**src/rtl/cpu_pkg.sv**
```systemverilog
// Shared types and widths for the load/store datapath: address/data/register-index
// widths, the memory access FSM state encoding, and the store-protection test.
package cpu_pkg;

  localparam int DATA_W = 8;
  localparam int ADDR_W = 8;
  localparam int RD_W   = 3;

  typedef enum logic [1:0] {
    ST_IDLE   = 2'd0,
    ST_ACCESS = 2'd1,
    ST_RESP   = 2'd2
  } mau_state_e;

  function automatic logic addr_protected(input logic [ADDR_W-1:0] addr,
                                          input logic [ADDR_W-1:0] lo);
    return (addr >= lo);
  endfunction

endpackage

```
**src/rtl/wrap_counter8.sv**
```systemverilog
// Free-running event counter: increments on en, wraps 8'hFF -> 8'h00,
// cleared asynchronously by rst_n.
module wrap_counter8
  import cpu_pkg::*;
(
  input  logic              clk,
  input  logic              rst_n,
  input  logic              en,
  output logic [DATA_W-1:0] cnt
);

  always_ff @(posedge clk or negedge rst_n) begin
    if (!rst_n) begin
      cnt <= '0;
    end else if (en) begin
      cnt <= cnt + 1'b1;
    end
  end

endmodule

```
**src/rtl/mem_access_unit.sv**
```systemverilog
// Single-outstanding load/store unit between a request port, a data memory and a
// register write-back port. Stores at or above PROTECT_LO are rejected with store_err.
module mem_access_unit
  import cpu_pkg::*;
#(
  parameter logic [ADDR_W-1:0] PROTECT_LO = 8'hF0
) (
  input  logic              clk,
  input  logic              rst_n,

  input  logic              req_valid,
  output logic              req_ready,
  input  logic              req_write,
  input  logic [ADDR_W-1:0] req_addr,
  input  logic [DATA_W-1:0] req_wdata,
  input  logic [RD_W-1:0]   req_rd,

  output logic              mem_enable,
  output logic              mem_write,
  output logic [ADDR_W-1:0] read_addr,
  output logic [ADDR_W-1:0] write_addr,
  output logic [DATA_W-1:0] write_data,
  input  logic [DATA_W-1:0] read_data,

  output logic              wb_valid,
  input  logic              wb_ready,
  output logic [RD_W-1:0]   wb_rd,
  output logic [DATA_W-1:0] wb_data,

  output logic              store_err,
  output logic [DATA_W-1:0] load_cnt,
  output logic [DATA_W-1:0] store_cnt
);

  mau_state_e        state_q;
  logic              wr_q;
  logic [ADDR_W-1:0] addr_q;
  logic [DATA_W-1:0] wdata_q;
  logic [RD_W-1:0]   rd_q;

  logic              accept;
  logic              req_prot;
  logic              wb_fire;

  assign req_ready = (state_q == ST_IDLE);
  assign accept    = req_valid && req_ready;
  assign req_prot  = addr_protected(req_addr, PROTECT_LO);
  assign wb_fire   = wb_valid && wb_ready;

  assign read_addr  = addr_q;
  assign write_addr = addr_q;
  assign write_data = wdata_q;

  // Memory strobes are flops set on the accept edge, so the memory sees a clean
  // level for exactly the ACCESS cycle and reset removes them without a clock.
  always_ff @(posedge clk or negedge rst_n) begin
    if (!rst_n) begin
      state_q    <= ST_IDLE;
      wr_q       <= 1'b0;
      addr_q     <= '0;
      wdata_q    <= '0;
      rd_q       <= '0;
      mem_enable <= 1'b0;
      mem_write  <= 1'b0;
      store_err  <= 1'b0;
      wb_valid   <= 1'b0;
      wb_rd      <= '0;
      wb_data    <= '0;
    end else begin
      mem_enable <= 1'b0;
      mem_write  <= 1'b0;
      store_err  <= 1'b0;
      case (state_q)
        ST_IDLE: begin
          if (accept) begin
            wr_q       <= req_write;
            addr_q     <= req_addr;
            wdata_q    <= req_wdata;
            rd_q       <= req_rd;
            mem_enable <= 1'b1;
            mem_write  <= req_write && !req_prot;
            store_err  <= req_write && req_prot;
            state_q    <= ST_ACCESS;
          end
        end
        ST_ACCESS: begin
          if (wr_q) begin
            state_q <= ST_IDLE;
          end else begin
            wb_data  <= read_data;
            wb_rd    <= rd_q;
            wb_valid <= 1'b1;
            state_q  <= ST_RESP;
          end
        end
        ST_RESP: begin
          if (wb_ready) begin
            wb_valid <= 1'b0;
            state_q  <= ST_IDLE;
          end
        end
        default: begin
          state_q <= ST_IDLE;
        end
      endcase
    end
  end

  wrap_counter8 u_load_cnt (
    .clk   (clk),
    .rst_n (rst_n),
    .en    (wb_fire),
    .cnt   (load_cnt)
  );

  wrap_counter8 u_store_cnt (
    .clk   (clk),
    .rst_n (rst_n),
    .en    (mem_write),
    .cnt   (store_cnt)
  );

endmodule
```
**config.mk**
```make
export PLATFORM = sky130hd
export DESIGN_NAME = mem_access_unit
export DESIGN_NICKNAME = d
export VERILOG_FILES = /design/src/rtl/cpu_pkg.sv /design/src/rtl/wrap_counter8.sv /design/src/rtl/mem_access_unit.sv
export SDC_FILE = /design/constraint.sdc
export NUM_CORES = 1
export LEC_CHECK = 0
export ABC_AREA = 1
export CAP_MARGIN = 15
export CORE_UTILIZATION = 40
export CTS_BUF_LIST = sky130_fd_sc_hd__clkbuf_4
export DETAILED_ROUTE_END_ITERATION = 8
export PLACE_DENSITY = 0.8
export SKIP_CTS_REPAIR_TIMING = 1
export SLEW_MARGIN = 25
export SYNTH_ARGS = -nofsm -noshare
export SYNTH_HDL_FRONTEND = slang
export SYNTH_SLANG_ARGS = --single-unit
```
**constraint.sdc**
```tcl
create_clock -name clk -period 2.8 [get_ports clk]
set_input_delay 0.7 -clock clk [delete_from_list [all_inputs] [get_ports clk]]
set_output_delay 0.7 -clock clk [all_outputs]
set_load 0.05 [all_outputs]
```
==> out/qor.csv <==
stage;metric;value;unit
final_layout;fin nets;360;
logic_synthesis;Netlist Area Pre-Place;2330;um^2
flow_run;number of max-cap violations;0;
sta;RSZ-0062 raised after global routing;no;
placement;IO buf count;87;
clock_network;clock sinks;53;
placement;gpl congestion;0.736;
final_layout;area grow syn2layout;39.2;%
global_route;vias in the first global route;1798;
logic_synthesis;net count after synthesis;279;
setup_path;crit path max fanout;4;
power_and_ir_drop;Comb pwr share;61.1;%
logic_synthesis;asr flop ratio synth;100;%
clock_network;Max H-tree Level;2;
routing;DRT Pass-1 Iters;4;
routing;final wirelength;4800;um
setup_path;critical path depth;2;
placement;Final HPWL DP;3600;um
logic_synthesis;list of most frequent post-synthesis cells;90 x nand2_1, 53 x dfrtp_1, 17 x inv_1, 16 x nand3_1, 10 x buf_4;
floorplanning;core area;5570;um^2
sta;final hold violation count;0;
setup_path;critical path type;reg2out;
setup_path;signal arrival time at the worst endpoint;1.75;ns
floorplanning;I/O pin cnt;88;
power_and_ir_drop;Sw Share;52.7;%
power_and_ir_drop;Pint;2.01;mW
routing;DRC viols;0;
clock_network;CTS Buffer Depth;2;
setup_path;crit-path max cell delay;0.81;ns
global_route;Congestion Overflow GR;0;
clock_network;clock-pin slew on the worst setup and hold paths;0.13;ns
sta;Slew HR;61.2;%
floorplanning;die area;6130;um^2
final_layout;Sequential Area;1330;um^2
global_route;GRT Total Usage;17.3;%
routing;Avg WL per Cell;12.1;um
floorplanning;Die Height;78.3;um
placement;dpl cells;391;
setup_path;CP startpoint kind;register;
sta;final period utilization;87.5;%
sta;Final setup viols;0;
floorplanning;site row count;27;
sta;worst slew pin tran;0.581;ns
final_layout;area of the multi-input gates;818;um^2
floorplanning;starting density of the core;41.8;%
global_route;M3 GR Usage;5.47;%
setup_path;R2R depth;4;
logic_synthesis;leading area contributor after synthesis;dfrtp_1;
power_and_ir_drop;power density cells;1310;nW/um^2
setup_path;Crit path buffers/inverters;1;
sta;Max Clock Skew;0.00849;ns
routing;vias per cell;4.66;
routing;1st-iter DRT viols;57;
logic_synthesis;synth top area cells;dfrtp_1 57%, nand2_1 15%, nand2_4 4.4%, nand3_1 3.4%, buf_4 3.2%;
power_and_ir_drop;maximum VDD drop;0.752;mV
status;outcome;complete, no violations;
global_route;largest net degree at the start of global routing;30;
global_route;met2 usage;30.4;%
global_route;initial antenna violation count;0;
global_route;first-pass GRT wire length;8160;um
logic_synthesis;syn_area_per_cell;9.51;um^2
clock_network;number of CTS-inserted buffers;5;
power_and_ir_drop;leak pwr;1.56;nW
final_layout;layout filler cell count;508;
clock_network;worst skew pair latency;0.35;ns
setup_path;worst reg2reg setup slack;1.46;ns
floorplanning;Die X;78.3;um
setup_path;RR Endpoint;wb_rd[1];
clock_network;CTS tree;built;
routing;Final ANT Viol Nets;0;
logic_synthesis;register area share after synthesis;56.9;%
routing;total number of vias;1852;
final_layout;Cell Count, Final, Fillers Out;397;
global_route;GR peak layer;met2;
worst_hold_path;Hold Path Class;in2async;
logic_synthesis;Distinct cells, synth;26;
logic_synthesis;#FFs+latches synth;53;
final_layout;share of cells above drive strength 1;10.8;%
global_route;GR Util met1;20.3;%
setup_path;origin of the critical flop-to-flop path;state_q[1];
setup_path;CP Cell Sequence;nor2_2 > clkdlybuf4s50_1;
sta;FMAX;0.408;GHz
setup_path;Data required, critical path;2.10;ns
logic_synthesis;top-area cell type share of the netlist area;56.9;%
setup_path;CP max-delay cell;clkdlybuf4s50_1;
power_and_ir_drop;part of the power in the clock network;7.1;%
logic_synthesis;Synth Warn #;0;
power_and_ir_drop;sequential power share;31.8;%
logic_synthesis;Gate Count Post-Synth;245;
setup_path;CP delay by family, top;buffers and inverters;
logic_synthesis;Synth Flop Type;dfrtp_1;
logic_synthesis;count leader, synth;nand2_1;
final_layout;# diodes;0;
sta;Tmin final;2.45;ns
sta;TNS Setup;0;ns
clock_network;clock root buffer;clkbuf_4;
logic_synthesis;Post-synth EDFFs;0;
sta;fin. max-slew vios;0;
setup_path;Crit. End Element;output pin;
power_and_ir_drop;sw power;2.25;mW
final cells by class:
type	instances	share of cell area (%)
clock buffers	5	1.16
flip-flops and latches	53	40.9
well taps	72	2.78
inverters	19	2.20
multi-input cells	158	25.2
repair buffers	89	27.6
clock inverters	1	0.154
cell families (layout without fill, tap and decap cells):
family / count (synthesis) / in the layout / share of synthesized area [%]
AOI/OAI and AO/OA: 9 / 9 / 2.09
adders and majority gates: 2 / 2 / 1.07
buffers and inverters: 34 / 114 / 7.95
and+or+nand+nor: 139 / 139 / 28.8
DFF: 53 / 53 / 56.9
muxes: 1 / 1 / 0.483
xor gates and xnor gates: 7 / 7 / 2.63
power by group through the flow:
stage	clock (mW)	sequential (mW)	combinational, mW
global route	0.354	1.40	2.76
global placement	0	1.36	2.59
CTS	0.318	1.36	2.63
finish	0.301	1.36	2.61
detailed placement	0	1.37	2.63
floorplan	0	2.30	0.911
layer usage:
metal  vias to the layer above  routed length, um  share of wire (%)
li1                        907                  -                  -
met1                       878               2120                 44
met2                        62               2320                 48
met3                         5                304                6.3
met4                         0                 53                1.1
met5                         -                  0                  0
sequential cells by signal (all words and copies together), names as in the netlist:
register         flops
wb_data              8
wr_q                 1
u_store_cnt.cnt      8
wb_valid             1
u_load_cnt.cnt       8
store_err            1
state_q              2
wb_rd                3
read_addr            8
write_data           8
rd_q                 3
mem_write            1
mem_enable           1
stage by stage:
| step | area (um^2) | util (%) | setup slack, ns | hold slack (ns) | power, mW |
|---|---|---|---|---|---|
| 2_1_floorplan | 2330 | - | 1.20 | 0.404 | 3.21 |
| 3_3_place_gp | 3200 | 57.4 | 0.754 | 0.460 | 3.95 |
| 3_5_place_dp | 3200 | 57.4 | 0.735 | 0.466 | 4.00 |
| 4_1_cts | 3240 | 58.2 | 0.324 | 0.320 | 4.31 |
| 5_1_grt | 3240 | 58.2 | 0.237 | 0.320 | 4.51 |
| 6_report | 3240 | 58.2 | 0.351 | 0.320 | 4.26 |
how the worst max path moves through the flow:
stage	from	endpoint	slack [ns]
finish	state_q[1]	req_ready	0.35
CTS	state_q[1]	req_ready	0.32
detailed placement	state_q[1]	req_ready	0.73
global route	state_q[1]	req_ready	0.24
global placement	state_q[1]	req_ready	0.75
floorplan	read_addr[0]	write_addr[0]	1.20
cells in the final DEF (no fill, tap or decap), types with 2 or more instances in the layout:
master           Yosys  routed
clkbuf_4             0       5
clkdlybuf4s50_1      0      86
dfrtp_1             53      53
ha_1                 2       2
inv_1               17      17
inv_2                2       2
nand2_1             90      90
nand2_2              9       9
nand2_4              9       9
nand3_1             16      16
nand3b_1             3       3
nor2_1               6       6
nor2_2               2       2
o21ai_0              5       5
o21ai_1              3       3
xnor2_1              3       3
xor2_1               4       4
(Power assumes the default switching activity.)
==> edit 1: new RTL, same settings <==
The package constant `ADDR_W` goes from 8 to 9.
--- a/src/rtl/cpu_pkg.sv
+++ b/src/rtl/cpu_pkg.sv
@@ -5,3 +5,3 @@
   localparam int DATA_W = 8;
-  localparam int ADDR_W = 8;
+  localparam int ADDR_W = 9;
   localparam int RD_W   = 3;
Ports: changed (resized read_addr, req_addr and write_addr); port bits go from 88 to 91. No check against the original RTL was run, so the function may have changed too.
==> edit 1 against the unedited design <==
Die area decreased by 2.4%. Clock skew increased by 0.0042 ns. Wire length decreased by 5.6%. Cell area increased by 0.19%. Setup slack got worse by 0.074 ns. Power increased by 1.6%. Count of clock-buffer cells in the layout unchanged. Sequential cell count increased by 1. Combinational power decreased by 2%. Area after synthesis decreased by 2.5%. Highest routed layer unchanged.
==> edit 1: results (changes against the unedited design) <==
| Metric | Value |
|---|---|
| Status | `finished, final reports clean (unchanged)` |
| Yosys warns | `0 (unchanged)` |
| Fill count | `489 (was 508)` |
| Final wirelength | `4.53 mm (was 4.80 mm)` |
| Placer Congestion | `0.734 (was 0.736)` |
| 1st-iter DRT viols | `47 (was 57)` |
| Clk root buf | `clkbuf_4 (unchanged)` |
| Synth area leaders | `dfrtp_1, nand2_1, nand3_1 (was dfrtp_1, nand2_1, nand2_4)` |
| Top_reg_cell synth | `dfrtp_1 (unchanged)` |
| Hold WC Path Type | `in -> async (unchanged)` |
| Ys async rst share | `100% (unchanged)` |
| Drt wl/cell | `11.2 um (was 12.1 um)` |
| P_leak | `1.56 nW (about the same)` |
| Largest net degree at the start of global routing | `39 (was 30)` |
| Max reg flops | `9` |
| Yosys cell types | `23 (was 26)` |
| Multiplexer share of the synthesized area | `0.991% (was 0.483%)` |
| Register area share after synthesis | `59.5% (was 56.9%)` |
| Clock Pin Slew Worst Setup and Hold Paths | `0.16 ns (was 0.13 ns)` |
| Measured slew at the worst slew-check pin | `0.841 ns (was 0.581 ns)` |
| Post-synth top cells | `nand2_1, dfrtp_1, inv_1 (unchanged)` |
| Placed Cells | `396 (was 391)` |
| Clk Latency, worst-skew pair | `0.37 ns (was 0.35 ns)` |
| Post-Synth XOR/XNOR Area | `3.47% (was 2.63%)` |
| First-pass GRT wire length | `7.81 mm (was 8.16 mm)` |
| CP Data Arrival Time | `1.82 ns (was 1.75 ns)` |
| H-tree levels | `2 (unchanged)` |
| Fin Clk Skew | `0.0127 ns (was 0.00849 ns)` |
| Synth Area in Adders | `1.10% (was 1.07%)` |
| Sw power | `2.22 mW (was 2.25 mW)` |
| Port Buf Inserts | `90 (was 87)` |
| All-layer global routing usage | `16.7% (was 17.3%)` |
| Initial antenna violation count | `0 (unchanged)` |
| Nets | `366 (was 360)` |
| Max IR drop VDD | `0.983 mV (was 0.752 mV)` |
| Layout cell share with drive strength beyond 1 | `5.72% (was 10.8%)` |
| Syn nets | `281 (was 279)` |
| Ant. Diodes | `0 (unchanged)` |
| Hpwl dp | `3.36 mm (was 3.60 mm)` |
| Clk buf depth | `2 (unchanged)` |
| Crit Path Max Fanout | `4 (unchanged)` |
| Fraction of the mapped netlist area in compound gates | `1.76% (was 2.09%)` |
| Post-Synthesis Cells | `246 (was 245)` |
| Total CTS buffers | `5 (unchanged)` |
| Total number of vias | `1830 (was 1852)` |
| DR pass1 iterations | `6 (was 4)` |
## edit 1: worst max-delay path, cell delays in order, from the launching register on
cell             delay (ns)
dfrtp_1                0.47
nor2_2                 0.16
clkdlybuf4s50_1        0.83
## edit 1: logic make-up after synthesis
family,after synthesis
and+or+nand+nor,138
DFF,54
buffers and inverters,33
xor gates and xnor gates,9
AOI/OAI and AO/OA,8
muxes,2
adders and majority gates,2
## edit 1: final cells by class
class / instances / area [um2] / area share, %
inverter: 18 / 67.6 / 2.08
clock buffer: 5 / 37.5 / 1.16
multi-input combinational: 159 / 738 / 22.7
clock inverter: 3 / 45.0 / 1.39
tap: 72 / 90.1 / 2.77
timing repair buffer: 93 / 918 / 28.3
sequential: 54 / 1350 / 41.6
## edit 1: power by group through the flow
stage / Combinational [mW] / Sequential (mW) / Clock [mW]
after global routing: 2.70 / 1.39 / 0.478
final: 2.56 / 1.34 / 0.430
after global placement: 2.56 / 1.35 / 0
after CTS: 2.59 / 1.35 / 0.446
after detailed placement: 2.58 / 1.36 / 0
after floorplan: 0.845 / 2.31 / 0
## edit 1: worst paths after layout
check	cells after the start	end	startpoint	slack (ns)
min in group clk	2	wb_data[6]	wb_data[6]	0.49
max in group asynchronous	2	read_addr[5]	rst_n	1.73
worst min register to register	2	wb_data[6]	wb_data[6]	0.49
worst max-delay path	2	req_ready	state_q[1]	0.28
worst min-delay path	1	wb_data[4]	rst_n	0.42
worst max register to register	5	store_err	state_q[1]	1.47
## edit 1: routing by layer
layer | part of all wire [%] | GRT usage [%] | wire (um) | vias up
li1 | - | - | - | 914
met1 | 44 | 19.9 | 1980 | 851
met2 | 48 | 28.5 | 2160 | 60
met3 | 7.3 | 5.53 | 332 | 5
met4 | 1.2 | 5.09 | 56 | 0
met5 | 0 | 0 | 0 | -
## edit 1: metrics by stage
| stage | setup slack (ns) | cell area, um2 |
|---|---|---|
| 4_1_cts | 0.247 | 3250 |
| 2_1_floorplan | 1.20 | 2270 |
| 3_3_place_gp | 0.697 | 3170 |
| 3_5_place_dp | 0.676 | 3170 |
| 5_1_grt | 0.186 | 3250 |
| 6_report | 0.276 | 3250 |
==> edit 2: new RTL, same settings <==
Without the edit above. Make the reset (`rst_n`) synchronous in 2 clocked blocks. Comments in the files are not updated.
--- a/src/rtl/wrap_counter8.sv
+++ b/src/rtl/wrap_counter8.sv
@@ -11,3 +11,3 @@
 
-  always_ff @(posedge clk or negedge rst_n) begin
+  always_ff @(posedge clk) begin
     if (!rst_n) begin
--- a/src/rtl/mem_access_unit.sv
+++ b/src/rtl/mem_access_unit.sv
@@ -55,3 +55,3 @@
   // level for exactly the ACCESS cycle and reset removes them without a clock.
-  always_ff @(posedge clk or negedge rst_n) begin
+  always_ff @(posedge clk) begin
     if (!rst_n) begin
Function: differs if rst_n is asserted again (counterexample within 4 cycles, from zero or initial values and one cycle with rst_n low); with rst_n held inactive, the same outputs for 10 cycles.
==> edit 2 against the unedited design <==
Setup slack better by 0.026 ns. Count of clock-buffer cells in the layout is the same. Critical path depth fell by 1. Via count increased by 5.8%. Sequential cell count unchanged. Cell area shrank 2.5%. Global-route usage shrank 0.60 points. Register-to-register slack better by 0.08 ns. Area after synthesis decreased by 2.0%. Wire length decreased by 0.21%. Critical endpoint is now mem_write.
Power is not compared: it rests on default switching activity, and its combinational part moved more than twofold at a synthesized area within 25%.
==> edit 2: results (changes against the unedited design) <==
| Metric | Value |
|---|---|
| Detail Route met3 WL | `364 um (was 304 um)` |
| First-pass GRT wire length | `7.99 mm (was 8.16 mm)` |
| Register area share after synthesis | `46.5% (was 56.9%)` |
| Final wirelength | `4.79 mm (was 4.80 mm)` |
| Nets | `383 (was 360)` |
| Hpwl dp | `3.48 mm (was 3.60 mm)` |
| Placed Cells | `414 (was 391)` |
| Finished Layout Cells | `422 (was 397)` |
| Largest net degree at the start of global routing | `24 (was 30)` |
| M3 GR Usage | `6.12% (was 5.47%)` |
| Max IR drop VDD | `0.244 mV` |
| Synth area leaders | `dfxtp_1, nor2_1, nand2_1 (was dfrtp_1, nand2_1, nand2_4)` |
| CP max-delay cell | `clkdlybuf4s50_1 (unchanged)` |
| Reg-to-Reg End | `store_err (was wb_rd[1])` |
| Hold WC Path Type | `reg -> reg (was in -> async)` |
| Top_reg_cell synth | `dfxtp_1 (was dfrtp_1)` |
| CP Data Arrival Time | `1.72 ns (was 1.75 ns)` |
| Mean Syn Cell Area | `8.36 um2 (was 9.51 um2)` |
| Fin Clk Skew | `0.00235 ns (was 0.00849 ns)` |
| Status | `finished, final reports clean (unchanged)` |
| All-layer global routing usage | `16.7% (was 17.3%)` |
| Global routing usage on met2 | `29.8% (was 30.4%)` |
| DR WL met2 | `2.30 mm (was 2.32 mm)` |
| Measured slew at the worst slew-check pin | `0.528 ns (was 0.581 ns)` |
| DR pass1 iterations | `4 (unchanged)` |
| Placer Congestion | `0.781 (was 0.736)` |
| Metal-1 WL | `2.05 mm (was 2.12 mm)` |
| Vias in the first global route | `1855 (was 1798)` |
| Fill count | `486 (was 508)` |
| Post-synth top cells | `nor2_1, dfxtp_1, nand2_1 (was nand2_1, dfrtp_1, inv_1)` |
| Ys async rst share | `0% (was 100%)` |
| Crit Path Max Fanout | `8 (was 4)` |
| 1st-iter DRT viols | `69 (was 57)` |
| Syn nets | `307 (was 279)` |
| Total number of vias | `1959 (was 1852)` |
| Pre-CTS setup slack | `0.795 ns (was 0.735 ns)` |
| Met1 Track Usage GR | `18.1% (was 20.3%)` |
| Yosys cell types | `28 (was 26)` |
[edit 2: kinds of logic after synthesis]
logic type	Yosys count	share of synthesized area (%)
adder cells (fa/ha/maj)	2	1.10
buffers and inverters	39	10.9
AO/OA/AOI/OAI	46	12.2
AND/OR/NAND/NOR	133	29.3
flip-flops	53	46.5
[edit 2: cell type report]
cell class | count | area (um2) | area share, %
Sequential cell | 53 | 1060 | 33.6
Multi-Input combinational cell | 181 | 972 | 30.8
Timing Repair Buffer | 89 | 886 | 28.0
Tap cell | 72 | 90.1 | 2.85
Inverter | 19 | 71.3 | 2.26
Clock inverter | 3 | 41.3 | 1.31
Clock buffer | 5 | 37.5 | 1.19
[edit 2: how the worst max path moves through the flow]
stage            startpoint  slack, ns             to
2_1_floorplan  read_addr[0]       1.19  write_addr[0]
3_3_place_gp      mem_write       0.81      mem_write
3_5_place_dp      mem_write       0.79      mem_write
4_1_cts           mem_write       0.35      mem_write
5_1_grt          state_q[1]       0.28      req_ready
6_report          mem_write       0.38      mem_write
